==> src/rtl/lvds_tx_if.sv <==
// lvds_tx_if: FIFO read side and DDR output side of the LVDS I/Q serializer
interface lvds_tx_if;
  logic        i_enable;
  logic        i_fifo_empty;
  logic [31:0] i_fifo_data;
  logic        o_fifo_read_clk;
  logic        o_fifo_pull;
  logic [1:0]  o_ddr_data;
  logic        o_busy;
  logic        o_underrun;
  modport master(output i_enable, i_fifo_empty, i_fifo_data,
                 input o_fifo_read_clk, o_fifo_pull, o_ddr_data, o_busy, o_underrun);
  modport slave(input i_enable, i_fifo_empty, i_fifo_data,
                output o_fifo_read_clk, o_fifo_pull, o_ddr_data, o_busy, o_underrun);
endinterface

==> src/rtl/lvds_tx.sv <==
// lvds_tx: pops 32-bit I/Q words from the TX FIFO and sends each as 16 dibits, MSB first
module lvds_tx #(
  parameter bit         FORCE_SYNC = 1'b1,
  parameter logic [1:0] IDLE_DIBIT = 2'b00
) (
  input logic       i_ddr_clk,
  input logic       i_reset,
  lvds_tx_if.slave  bus
);
  typedef enum logic [1:0] {ST_IDLE, ST_WAIT, ST_TX} state_e;
  state_e      state_q, state_d;
  logic [3:0]  n_q, n_d;
  logic [31:0] sr_q, sr_d, word;
  logic [1:0]  ddr_q, ddr_d;
  logic        pend_q, und_q, und_d, pull, load;
  assign word = FORCE_SYNC ? {2'b10, bus.i_fifo_data[29:16], 2'b01, bus.i_fifo_data[13:0]}
                           : bus.i_fifo_data;
  always_ff @(posedge i_ddr_clk) begin
    if (i_reset) begin
      state_q <= ST_IDLE;
      n_q     <= '0;
      sr_q    <= '0;
      ddr_q   <= IDLE_DIBIT;
      pend_q  <= 1'b0;
      und_q   <= 1'b0;
    end else begin
      state_q <= state_d;
      n_q     <= n_d;
      sr_q    <= sr_d;
      ddr_q   <= ddr_d;
      pend_q  <= pull;
      und_q   <= und_d;
    end
  end
  // A popped word loads either after ST_WAIT or on the last dibit of a frame, keeping frames gapless
  always_comb begin
    load    = state_q == ST_WAIT || (state_q == ST_TX && n_q == 4'd15 && pend_q);
    state_d = load ? ST_TX
            : state_q == ST_IDLE ? (pull ? ST_WAIT : ST_IDLE)
            : (state_q == ST_TX && n_q != 4'd15) ? ST_TX : ST_IDLE;
    n_d     = load ? 4'd0 : state_q == ST_TX ? n_q + 4'd1 : n_q;
    sr_d    = load ? word : sr_q << 2;
    ddr_d   = state_d == ST_TX ? sr_d[31:30] : IDLE_DIBIT;
  end
  always_comb begin
    pull  = !i_reset && bus.i_enable && !bus.i_fifo_empty
            && (state_q == ST_IDLE || (state_q == ST_TX && n_q == 4'd14));
    und_d = state_q == ST_TX && n_q == 4'd14 && bus.i_enable && bus.i_fifo_empty;
  end
  assign bus.o_fifo_read_clk = i_ddr_clk;
  assign bus.o_fifo_pull     = pull;
  assign bus.o_ddr_data      = ddr_q;
  assign bus.o_busy          = state_q != ST_IDLE;
  assign bus.o_underrun      = und_q;
endmodule
==> src/flat_wrapper.sv <==
// flat-port wrapper written by rule: the top's interface ports become plain ports
module lvds_tx_flat 
#(
  parameter bit         FORCE_SYNC = 1'b1,
  parameter logic [1:0] IDLE_DIBIT = 2'b00
)
  (i_ddr_clk, i_reset, bus_i_enable, bus_i_fifo_empty, bus_i_fifo_data, bus_o_fifo_read_clk, bus_o_fifo_pull, bus_o_ddr_data, bus_o_busy, bus_o_underrun);
  lvds_tx_if bus_i ();
  input logic i_ddr_clk;
  input logic i_reset;
  input wire logic [$bits(bus_i.i_enable)-1:0] bus_i_enable;
  input wire logic [$bits(bus_i.i_fifo_empty)-1:0] bus_i_fifo_empty;
  input wire logic [$bits(bus_i.i_fifo_data)-1:0] bus_i_fifo_data;
  output wire logic [$bits(bus_i.o_fifo_read_clk)-1:0] bus_o_fifo_read_clk;
  output wire logic [$bits(bus_i.o_fifo_pull)-1:0] bus_o_fifo_pull;
  output wire logic [$bits(bus_i.o_ddr_data)-1:0] bus_o_ddr_data;
  output wire logic [$bits(bus_i.o_busy)-1:0] bus_o_busy;
  output wire logic [$bits(bus_i.o_underrun)-1:0] bus_o_underrun;
  assign bus_i.i_enable = bus_i_enable;
  assign bus_i.i_fifo_empty = bus_i_fifo_empty;
  assign bus_i.i_fifo_data = bus_i_fifo_data;
  assign bus_o_fifo_read_clk = bus_i.o_fifo_read_clk;
  assign bus_o_fifo_pull = bus_i.o_fifo_pull;
  assign bus_o_ddr_data = bus_i.o_ddr_data;
  assign bus_o_busy = bus_i.o_busy;
  assign bus_o_underrun = bus_i.o_underrun;
  lvds_tx #(.FORCE_SYNC(FORCE_SYNC), .IDLE_DIBIT(IDLE_DIBIT)) u_core (.i_ddr_clk(i_ddr_clk), .i_reset(i_reset), .bus(bus_i));
endmodule
==> config.mk <==
export PLATFORM = sky130hd
export DESIGN_NAME = lvds_tx_flat
export DESIGN_NICKNAME = d
export VERILOG_FILES = /design/src/rtl/lvds_tx_if.sv /design/src/rtl/lvds_tx.sv /design/src/flat_wrapper.sv
export SDC_FILE = /design/constraint.sdc
export NUM_CORES = 1
export LEC_CHECK = 0
export ABC_AREA = 1
export BUFFER_PORTS_ARGS = -buffer_cell sky130_fd_sc_hd__buf_2
export CELL_PAD_IN_SITES_DETAIL_PLACEMENT = 0
export CELL_PAD_IN_SITES_GLOBAL_PLACEMENT = 2
export CORE_ASPECT_RATIO = 0.7
export CORE_MARGIN = 1.5
export CORE_UTILIZATION = 25
export DETAILED_ROUTE_END_ITERATION = 8
export PLACE_DENSITY = 0.74
export SLEW_MARGIN = 20
export SYNTH_ARGS = -nofsm -noshare
export SYNTH_HDL_FRONTEND = slang
export SYNTH_SLANG_ARGS = --single-unit
export TNS_END_PERCENT = 100
==> constraint.sdc <==
create_clock -name i_ddr_clk -period 1.7 [get_ports i_ddr_clk]
set_input_delay 0 -clock i_ddr_clk [delete_from_list [all_inputs] [get_ports i_ddr_clk]]
set_output_delay 0 -clock i_ddr_clk [all_outputs]
set_load 0.1 [all_outputs]
==> reports/qor.yml, run 1 <==
syn_inst: 187
grt_pass1_vias: 1314
leakagePower_nw: 1.07
power_per_cell_area_nw_per_um2: 1000
endpoint_kind: "output pin"
critPathArrivalTime_ns: 1.59
dr.pass1.iters: 4
ant_nets: 0
vias: 1457
antenna_cells: 0
slew_violations: 0
crit_chain: "inv_2 > nand2_4 > inv_1 > nand4_1 > a21oi_4 > buf_12"
drt-initial-drc-count: 57
cts_tree: "done"
cp_slowest_cell: "dfxtp_1"
worstMarginPinSlew_ns: 0.486
grt_pass1_wl_um: 6310
vias_per_cell: 4.31
ys_types: 23
yosysTopAreaCell: "dfxtp_1"
relSlewSlack: 0.678
final_layout_size_suffix_gt1_frac: 0.265
io_pins: 42
seq_power_share: 0.412
drc: 0
core_area_um2: 6190
num_rows: 24
nets: 297
start_util: 0.258
synth_common_cells: "dfxtp_1, nand2_1, nand3_1, nand4_1"
rsz0062_at_grt: "false"
yosysSeqAreaShare: 0.502
fin_setup_tns_ns: 0
critPathRequiredTime_ns: 1.70
fin_crit_ns: 1.59
p_int_mw: 1.68
grt_max_degree: 35
power_switching_mw: 0.686
wire_per_inst_um: 11.2
status: "complete, no violations"
yosys_warnings: 0
antenna_found_initial: 0
hold_viol_final: 0
synth_edf_count: 0
wirelength_um: 3790
gr-total-overflow: 0
peakVddDrop_mv: 1.00
die_w_um: 98.5
synth.most_common_cell: "dfxtp_1"
pwr-share-clk: 0.491
yosys-top-cells-area: "dfxtp_1, nand4_1, nand3_1, nand2_1, buf_6"
holdWs_ns: 0.346
fin_crit_sh: 0.938
syn-mean-instance-area_um2: 8.53
hold_class: "in2reg"
setup_viol: 0
place.gp.congestion: 0.721
dieArea_um2: 6880
synth_area_um2: 1600
chipHeight_um: 69.8
grt_usage: 0.119
crit_type: "reg2out"
syn-num-nets: 225
max_cap_viol_count: 0
max_stage_delay_ns: 0.33
worstSkewPairLatency_ns: 0.40
crit_fanout: 6
power_frac_comb: 0.097
ys_async_sr_fraction: 0
clkTransAtPathRegs_ns: 0.08
io_buffers: 37
ys_seq_elements: 40
start_kind: "flop"
area_growth_pct: 47.7
max_freq_mhz: 627
synth_top_area_frac: 0.502
fin_skew_ns: 0.0107
ys.flop_type: "dfxtp_1"
swShare: 0.291
dp_hpwl_um: 2320
layout by cell type (no fill, tap or decap), types with 3 or more instances in the layout:
master	instances
nor2_1	10
buf_12	3
nand2_1	34
nand3_1	30
dfxtp_1	40
inv_1	9
clkbuf_8	8
nand2_2	4
nand4_1	27
buf_4	6
dlygate4sd3_1	32
buf_2	36
a21oi_1	3
layout make-up:
class / count / area [µm²]
fill: 633 / 3830
timing repair buffer: 76 / 601
inverter: 11 / 45.0
clock buffer: 9 / 115
tap: 78 / 97.6
multi-input combinational: 121 / 654
sequential: 40 / 801
clock inverter: 3 / 42.5
flip-flops by register name, summed over array words and instances, names as in the netlist:
signal / cells
u_core.pend_q: 1
u_core.n_q: 4
u_core.bus.o_ddr_data: 2
u_core.sr_q: 30
u_core.bus.o_underrun: 1
u_core.state_q: 2
kinds of logic after synthesis:
kind of cell / Yosys count / synth area share
AOI/OAI and AO/OA: 4 / 0.0125
xor gates and xnor gates: 2 / 0.0110
adders and majority gates: 2 / 0.0157
buffers and inverters: 26 / 0.0965
DFF: 40 / 0.502
and+or+nand+nor: 113 / 0.362
per-layer routing:
layer  track usage  vias to the layer above  share of wire
li1              -                      777              -
met1         0.172                      646           0.55
met2         0.155                       27           0.39
met3        0.0363                        7          0.040
met4        0.0657                        0          0.021
met5             0                        -              0
final timing paths:
check / startpoint / to / slack, ns / cells past startpoint
worst min register to register: u_core.sr_q[13]$_SDFF_PP0_ / u_core.sr_q[15]$_SDFF_PP0_ / 0.42 / 2
worst max register to register: u_core.n_q[1]$_SDFFE_PP0N_ / u_core.sr_q[22]$_SDFF_PP0_ / 0.28 / 8
worst max-delay path: u_core.state_q[0]$_SDFF_PP0_ / bus_o_fifo_pull / 0.11 / 6
worst min-delay path: bus_i_fifo_data[1] / u_core.sr_q[1]$_SDFF_PP0_ / 0.35 / 4
power groups by stage:
stage | combinational [mW] | sequential, mW | clock, mW
detailed placement | 0.174 | 0.994 | 0.207
floorplan | 0.106 | 0.995 | 0.222
global route | 0.254 | 0.975 | 1.24
CTS | 0.230 | 0.972 | 1.20
finish | 0.230 | 0.972 | 1.16
global placement | 0.174 | 0.994 | 0.207
repair_timing:
action | in CTS | in global routing
endpoints found under the setup margin | 0 | 1
setup buffers | 0 | 1
resized for setup | 0 | 1
endpoints found under the hold margin | 32 | 0
hold buffers | 32 | 0
worst max-delay path, delay by kind of cell (launching register included):
kind	cells	cell delay [ns]
compound gates	1	0.23
simple gates	2	0.28
buf+inv	3	0.37
flops	1	0.33
through the flow:
| stage | cell area, µm² | total power, mW | std cells | setup slack (ns) | util |
|---|---|---|---|---|---|
| after floorplan | 1610 | 1.32 | 187 | 0.234 | - |
| after global placement | 1870 | 1.38 | 294 | 0.286 | 0.303 |
| after detailed placement | 1870 | 1.38 | 294 | 0.313 | 0.303 |
| after CTS | 2340 | 2.40 | 337 | 0.0522 | 0.379 |
| after global routing | 2360 | 2.47 | 338 | 0.00732 | 0.381 |
| final | 2360 | 2.36 | 338 | 0.106 | 0.381 |
Power figures use the tool's default switching activity.
==> run 2, diff against run 1 <==
- CORE_MARGIN: 1.5 -> default
==> run 2 against run 1 <==
Sequential power about the same. Final cell count decreased by 1.8%. Maximum frequency rose by 0.85%. Core utilization up 0.90 points. Highest routed layer unchanged. Die area down 2.4%. Largest cell class unchanged.
==> reports/qor.yml, run 2 (synthesized netlist as in run 1, its figures left out) <==
place.gp.congestion: 0.697  # -3.2%
vias_per_cell: 4.27  # -0.85%
ant_nets: 0  # unchanged
die_w_um: 97.5  # -1.0%
place_area_um2: 1830  # -2.3%
top_register: "u_core.sr_q"
grt_pass1_wl_um: 6290  # -0.22%
chipHeight_um: 68.8  # -1.4%
grt_usage: 0.124  # +0.00435
drc: 0  # unchanged
fin_skew_ns: 0.0154  # +0.00469 ns
io_pins: 42  # unchanged
area_growth_pct: 44.9
hold_class: "in2reg"
gr-total-overflow: 0  # unchanged
grt_pass1_vias: 1337  # +1.8%
rsz0062_at_grt: "false"
hold_viol_final: 0  # unchanged
peakVddDrop_mv: 0.434  # -57%
antenna_found_initial: 0  # unchanged
critPathArrivalTime_ns: 1.58  # about the same
dpl.cell_count: 289  # -1.7%
fin_setup_tns_ns: 0  # unchanged
dr.pass1.iters: 4  # unchanged
start_kind: "flop"
rr_worst_depth: 7  # -1
holdWs_ns: 0.334  # -0.0120 ns
power_per_cell_area_nw_per_um2: 1030  # +3.2%
largest_register_ffs: 30  # unchanged
dp_hpwl_um: 2260  # -2.6%
setup_viol: 0  # unchanged
endpoint_kind: "output pin"
wirelength_um: 3670  # -3.3%
critPathRequiredTime_ns: 1.70  # about the same
fin_util: 0.390  # +0.00896
wire_per_inst_um: 11.1  # -1.5%
status: "complete, no violations"
relSlewSlack: 0.677  # -0.000712
fin_crit_ns: 1.58  # -0.0135 ns
dieArea_um2: 6710  # -2.4%
start_util: 0.269  # +0.0112
final_layout_size_suffix_gt1_frac: 0.257  # -0.00858
slew_violations: 0  # unchanged
top_regs: "u_core.sr_q x30, u_core.n_q x4"
stdcell_area_um2: 2310  # -1.9%
max_freq_mhz: 633  # +0.85%
cts_tree: "done"
holdPathStages: 3  # -1
crit_type: "reg2out"
fin_crit_sh: 0.930  # -0.00791
io_buffers: 37  # unchanged
max_cap_viol_count: 0  # unchanged
core_area_um2: 5930  # -4.2%
nets: 294  # -1.0%
power_mw: 2.39  # +1.2%
post-place-ws_ns: 0.248  # -0.0655 ns
drt-initial-drc-count: 63  # +11%
worstMarginPinSlew_ns: 0.487  # +0.00108 ns
worstSkewPairLatency_ns: 0.40  # about the same
grt_max_degree: 34  # -2.9%
fin_ws_ns: 0.120  # +0.0135 ns
vias: 1419  # -2.6%
antenna_cells: 0  # unchanged
final_common_cell: "dfxtp_1"
final_cell_mix: "dfxtp_1, buf_2, nand2_1, dlygate4sd3_1, nand3_1"
crit_fanout: 6  # unchanged
final_cells: 332  # -1.8%
clkTransAtPathRegs_ns: 0.09  # about the same
leakagePower_nw: 1.06  # -1.0%
num_rows: 23  # -4.2%
## run 2: cell types whose count changed in the layout (fill, tap and decap cells not counted), sizes merged
cell	previous run	this run
clkbuf	8	9
buf	45	42
clkinvlp	2	0
inv	10	11
## run 2: path summary, 6_finish.rpt
kind	from	endpoint	slack, ns
setup / recovery	u_core.state_q[0]$_SDFF_PP0_	bus_o_fifo_pull	0.12
hold / removal	i_reset	u_core.bus.o_ddr_data[0]$_SDFF_PP0_	0.33
setup reg to reg	u_core.n_q[0]$_SDFFE_PP0N_	u_core.n_q[0]$_SDFFE_PP0N_	0.23
hold reg to reg	u_core.sr_q[13]$_SDFF_PP0_	u_core.sr_q[15]$_SDFF_PP0_	0.42
## run 2: area by class of cell
type / count / area, µm²
clock buffer: 10 / 129
timing repair buffer: 73 / 553
tap: 75 / 93.8
clock inverter: 2 / 38.8
inverter: 11 / 41.3
fill: 632 / 3620
sequential: 40 / 801
multi-input combinational: 121 / 654
## run 2: critical path: stages (launching register included)
cell,delay (ns)
dfxtp_1,0.33
inv_2,0.08
nand2_4,0.08
inv_2,0.07
nand4_1,0.21
a21oi_4,0.21
buf_12,0.19
## run 2: where the power goes
part | leakage (nW) | internal (mW) | total (mW) | switching (mW)
clock network | 0.0869 | 0.645 | 1.20 | 0.553
logic | 0.652 | 0.105 | 0.220 | 0.115
registers | 0.324 | 0.963 | 0.972 | 0.00910
## run 2: what timing repair did
item                                   4_1_cts  5_1_grt
setup endpoints to repair                    0        1
hold buffers                                32        0
endpoints found under the hold margin       32        0
setup buffers                                0        0
gates resized for setup                      0        1
## run 2: routing by layer
metal | up-vias | share of wire | global-route usage
met5 | - | 0 | 0
met4 | 0 | 0.0027 | 0.0386
met3 | 2 | 0.042 | 0.0504
met2 | 27 | 0.41 | 0.174
met1 | 622 | 0.54 | 0.171
li1 | 768 | - | -
==> run 3, diff against run 2 <==
--- a/config.mk
+++ b/config.mk
@@ -8,10 +8,7 @@
 export ABC_AREA = 1
 export BUFFER_PORTS_ARGS = -buffer_cell sky130_fd_sc_hd__buf_2
-export CELL_PAD_IN_SITES_DETAIL_PLACEMENT = 0
-export CELL_PAD_IN_SITES_GLOBAL_PLACEMENT = 2
 export CORE_ASPECT_RATIO = 0.7
 export CORE_UTILIZATION = 25
 export DETAILED_ROUTE_END_ITERATION = 8
-export PLACE_DENSITY = 0.74
 export SLEW_MARGIN = 20
 export SYNTH_ARGS = -nofsm -noshare
==> constraint.sdc (replaced) <==
create_clock -name i_ddr_clk -period 1.7 [get_ports i_ddr_clk]
set_input_delay 0.34 -clock i_ddr_clk [delete_from_list [all_inputs] [get_ports i_ddr_clk]]
set_output_delay 0.34 -clock i_ddr_clk [all_outputs]
set_load 0.1 [all_outputs]
==> run 3 against run 2 <==
The run now ends with setup timing left. Routed wire length increased by 5.8%. Flip-flop and latch count unchanged. Clock power about the same. Count of clock-buffer cells in the layout decreased by 1. Non-clock buffer count decreased by 16. Critical endpoint unchanged. Largest cell class unchanged.
==> reports/qor.yml, run 3 (synthesized netlist as in run 1, its figures left out) <==
slew_violations: 0  # unchanged
violations: "setup timing"
leakagePower_nw: 1.02  # -3.7%
final_layout_size_suffix_gt1_frac: 0.373  # +0.117
grt_usage: 0.128  # +0.00408
peakVddDrop_mv: 0.410  # -5.5%
stdcell_area_um2: 2170  # -6.2%
antenna_cells: 0  # unchanged
critPathRequiredTime_ns: 1.36  # -0.34 ns
ant_nets: 0  # unchanged
seqCellArea_um2: 808  # +0.94%
fin_setup_tns_ns: -0.134  # -0.134 ns
fillers: 633  # +0.16%
fin_crit_ns: 1.83  # +0.253 ns
grt_pass1_wl_um: 6150  # -2.3%
final_common_cell: "dfxtp_1"
gr-total-overflow: 0  # unchanged
io_pins: 42  # unchanged
dp_hpwl_um: 2410  # +6.3%
fin_ws_ns: -0.134  # -0.253 ns
antenna_found_initial: 0  # unchanged
setup_viol: 1  # +1
holdWs_ns: 0.106  # -0.228 ns
top_regs: "u_core.sr_q x30, u_core.n_q x4"
max_cap_viol_count: 0  # unchanged
rsz0062_at_grt: "true"
fin_crit_sh: 1.08  # +0.149
largest_register_ffs: 30  # unchanged
worstMarginPinSlew_ns: 0.489  # +0.00217 ns
status: "complete, but fails checks"
drt-initial-drc-count: 45  # -29%
grt_pass1_vias: 1292  # -3.4%
hp-start: "i_reset"
start_util: 0.269  # unchanged
num_rows: 23  # unchanged
power_per_cell_area_nw_per_um2: 1080  # +4.8%
relSlewSlack: 0.676  # -0.00144
cts_tree: "done"
crit_fanout: 2  # -4
worstSkewPairLatency_ns: 0.40  # about the same
fin_skew_ns: 0.00949  # -0.00592 ns
nets: 278  # -5.4%
critPathArrivalTime_ns: 1.49  # -0.09 ns
area_growth_pct: 35.8
io_buffers: 37  # unchanged
top_register: "u_core.sr_q"
wire_per_inst_um: 12.3  # +11%
die_w_um: 97.5  # unchanged
crit_type: "reg2out"
chipHeight_um: 68.8  # unchanged
hold_class: "in2reg"
hold_viol_final: 0  # unchanged
multi_input_area_um2: 692  # +5.7%
clkTransAtPathRegs_ns: 0.08  # about the same
core_area_um2: 5930  # unchanged
vias: 1414  # -0.35%
dieArea_um2: 6710  # unchanged
grt_max_degree: 58  # +71%
crit_start: "u_core.n_q[0]$_SDFFE_PP0N_"
final_cell_mix: "dfxtp_1, buf_2, nand2_1, nand3_1, nand4_1"
vias_per_cell: 4.47  # +4.7%
rr_startpoint: "u_core.n_q[0]$_SDFFE_PP0N_"
place_area_um2: 1850  # +0.96%
dr.pass1.iters: 4  # unchanged
endpoint_kind: "output pin"
drc: 0  # unchanged
start_kind: "flop"
max_freq_mhz: 545  # -14%
wirelength_um: 3880  # +5.8%
place.gp.congestion: 0.728  # +4.4%
## run 3: changes by cell type in the layout (fill, tap and decap cells not counted), sizes merged
| cell | change |
|---|---|
| dlygate4sd3 | -32 |
| clkinvlp | +1 |
| buf | +16 |
| clkbuf | -1 |
## run 3: path summary, 6_finish.rpt
check	endpoint	slack, ns	cells past startpoint
worst max-delay path	bus_o_fifo_pull	-0.13	5
worst min-delay path	u_core.bus.o_ddr_data[0]$_SDFF_PP0_	0.11	2
worst max register to register	u_core.n_q[0]$_SDFFE_PP0N_	0.05	12
worst min register to register	u_core.sr_q[15]$_SDFF_PP0_	0.41	2
## run 3: metal layers
layer  vias to the layer above  global-route usage  routed length [µm]
met2                        48               0.163                1570
met5                         -                   0                   0
met4                         0              0.0680                  51
met3                         5              0.0706                 345
li1                        737                   -                   -
met1                       624               0.168                1920
## run 3: cell type report
type,instances,share of cell area
flip-flops and latches,40,0.373
multi-input cells,121,0.319
repair buffers,57,0.171
clock buffers,9,0.0543
well taps,75,0.0433
clock inverters,3,0.0196
inverters,11,0.0191
## run 3: power breakdown
| group | switching, mW | internal, mW |
|---|---|---|
| combinational | 0.119 | 0.0832 |
| clock | 0.562 | 0.615 |
| sequential | 0.00840 | 0.962 |
## run 3: repair_timing
action                                  CTS  global route
endpoints found under the setup margin    3             6
pin swaps                                 5             2
hold buffers                              0             0
endpoints found under the hold margin     0             0
gates resized for setup                  10             6
setup buffers                            17             0
## run 3: worst max-delay path: stages, from the launching register on
cell,delay [ns]
dfxtp_2,0.33
inv_2,0.08
ha_4,0.12
nand4_1,0.17
a21oi_4,0.20
buf_12,0.19
## run 3: through the flow
step                      power [mW]  setup slack, ns  std cells  utilization
after floorplan                 1.32           0.0274        187            -
after global placement          1.37            0.167        289        0.311
after detailed placement        1.37            0.148        289        0.311
after CTS                       2.38           -0.126        317        0.362
after global routing            2.46           -0.191        316        0.366
final                           2.35           -0.134        316        0.366
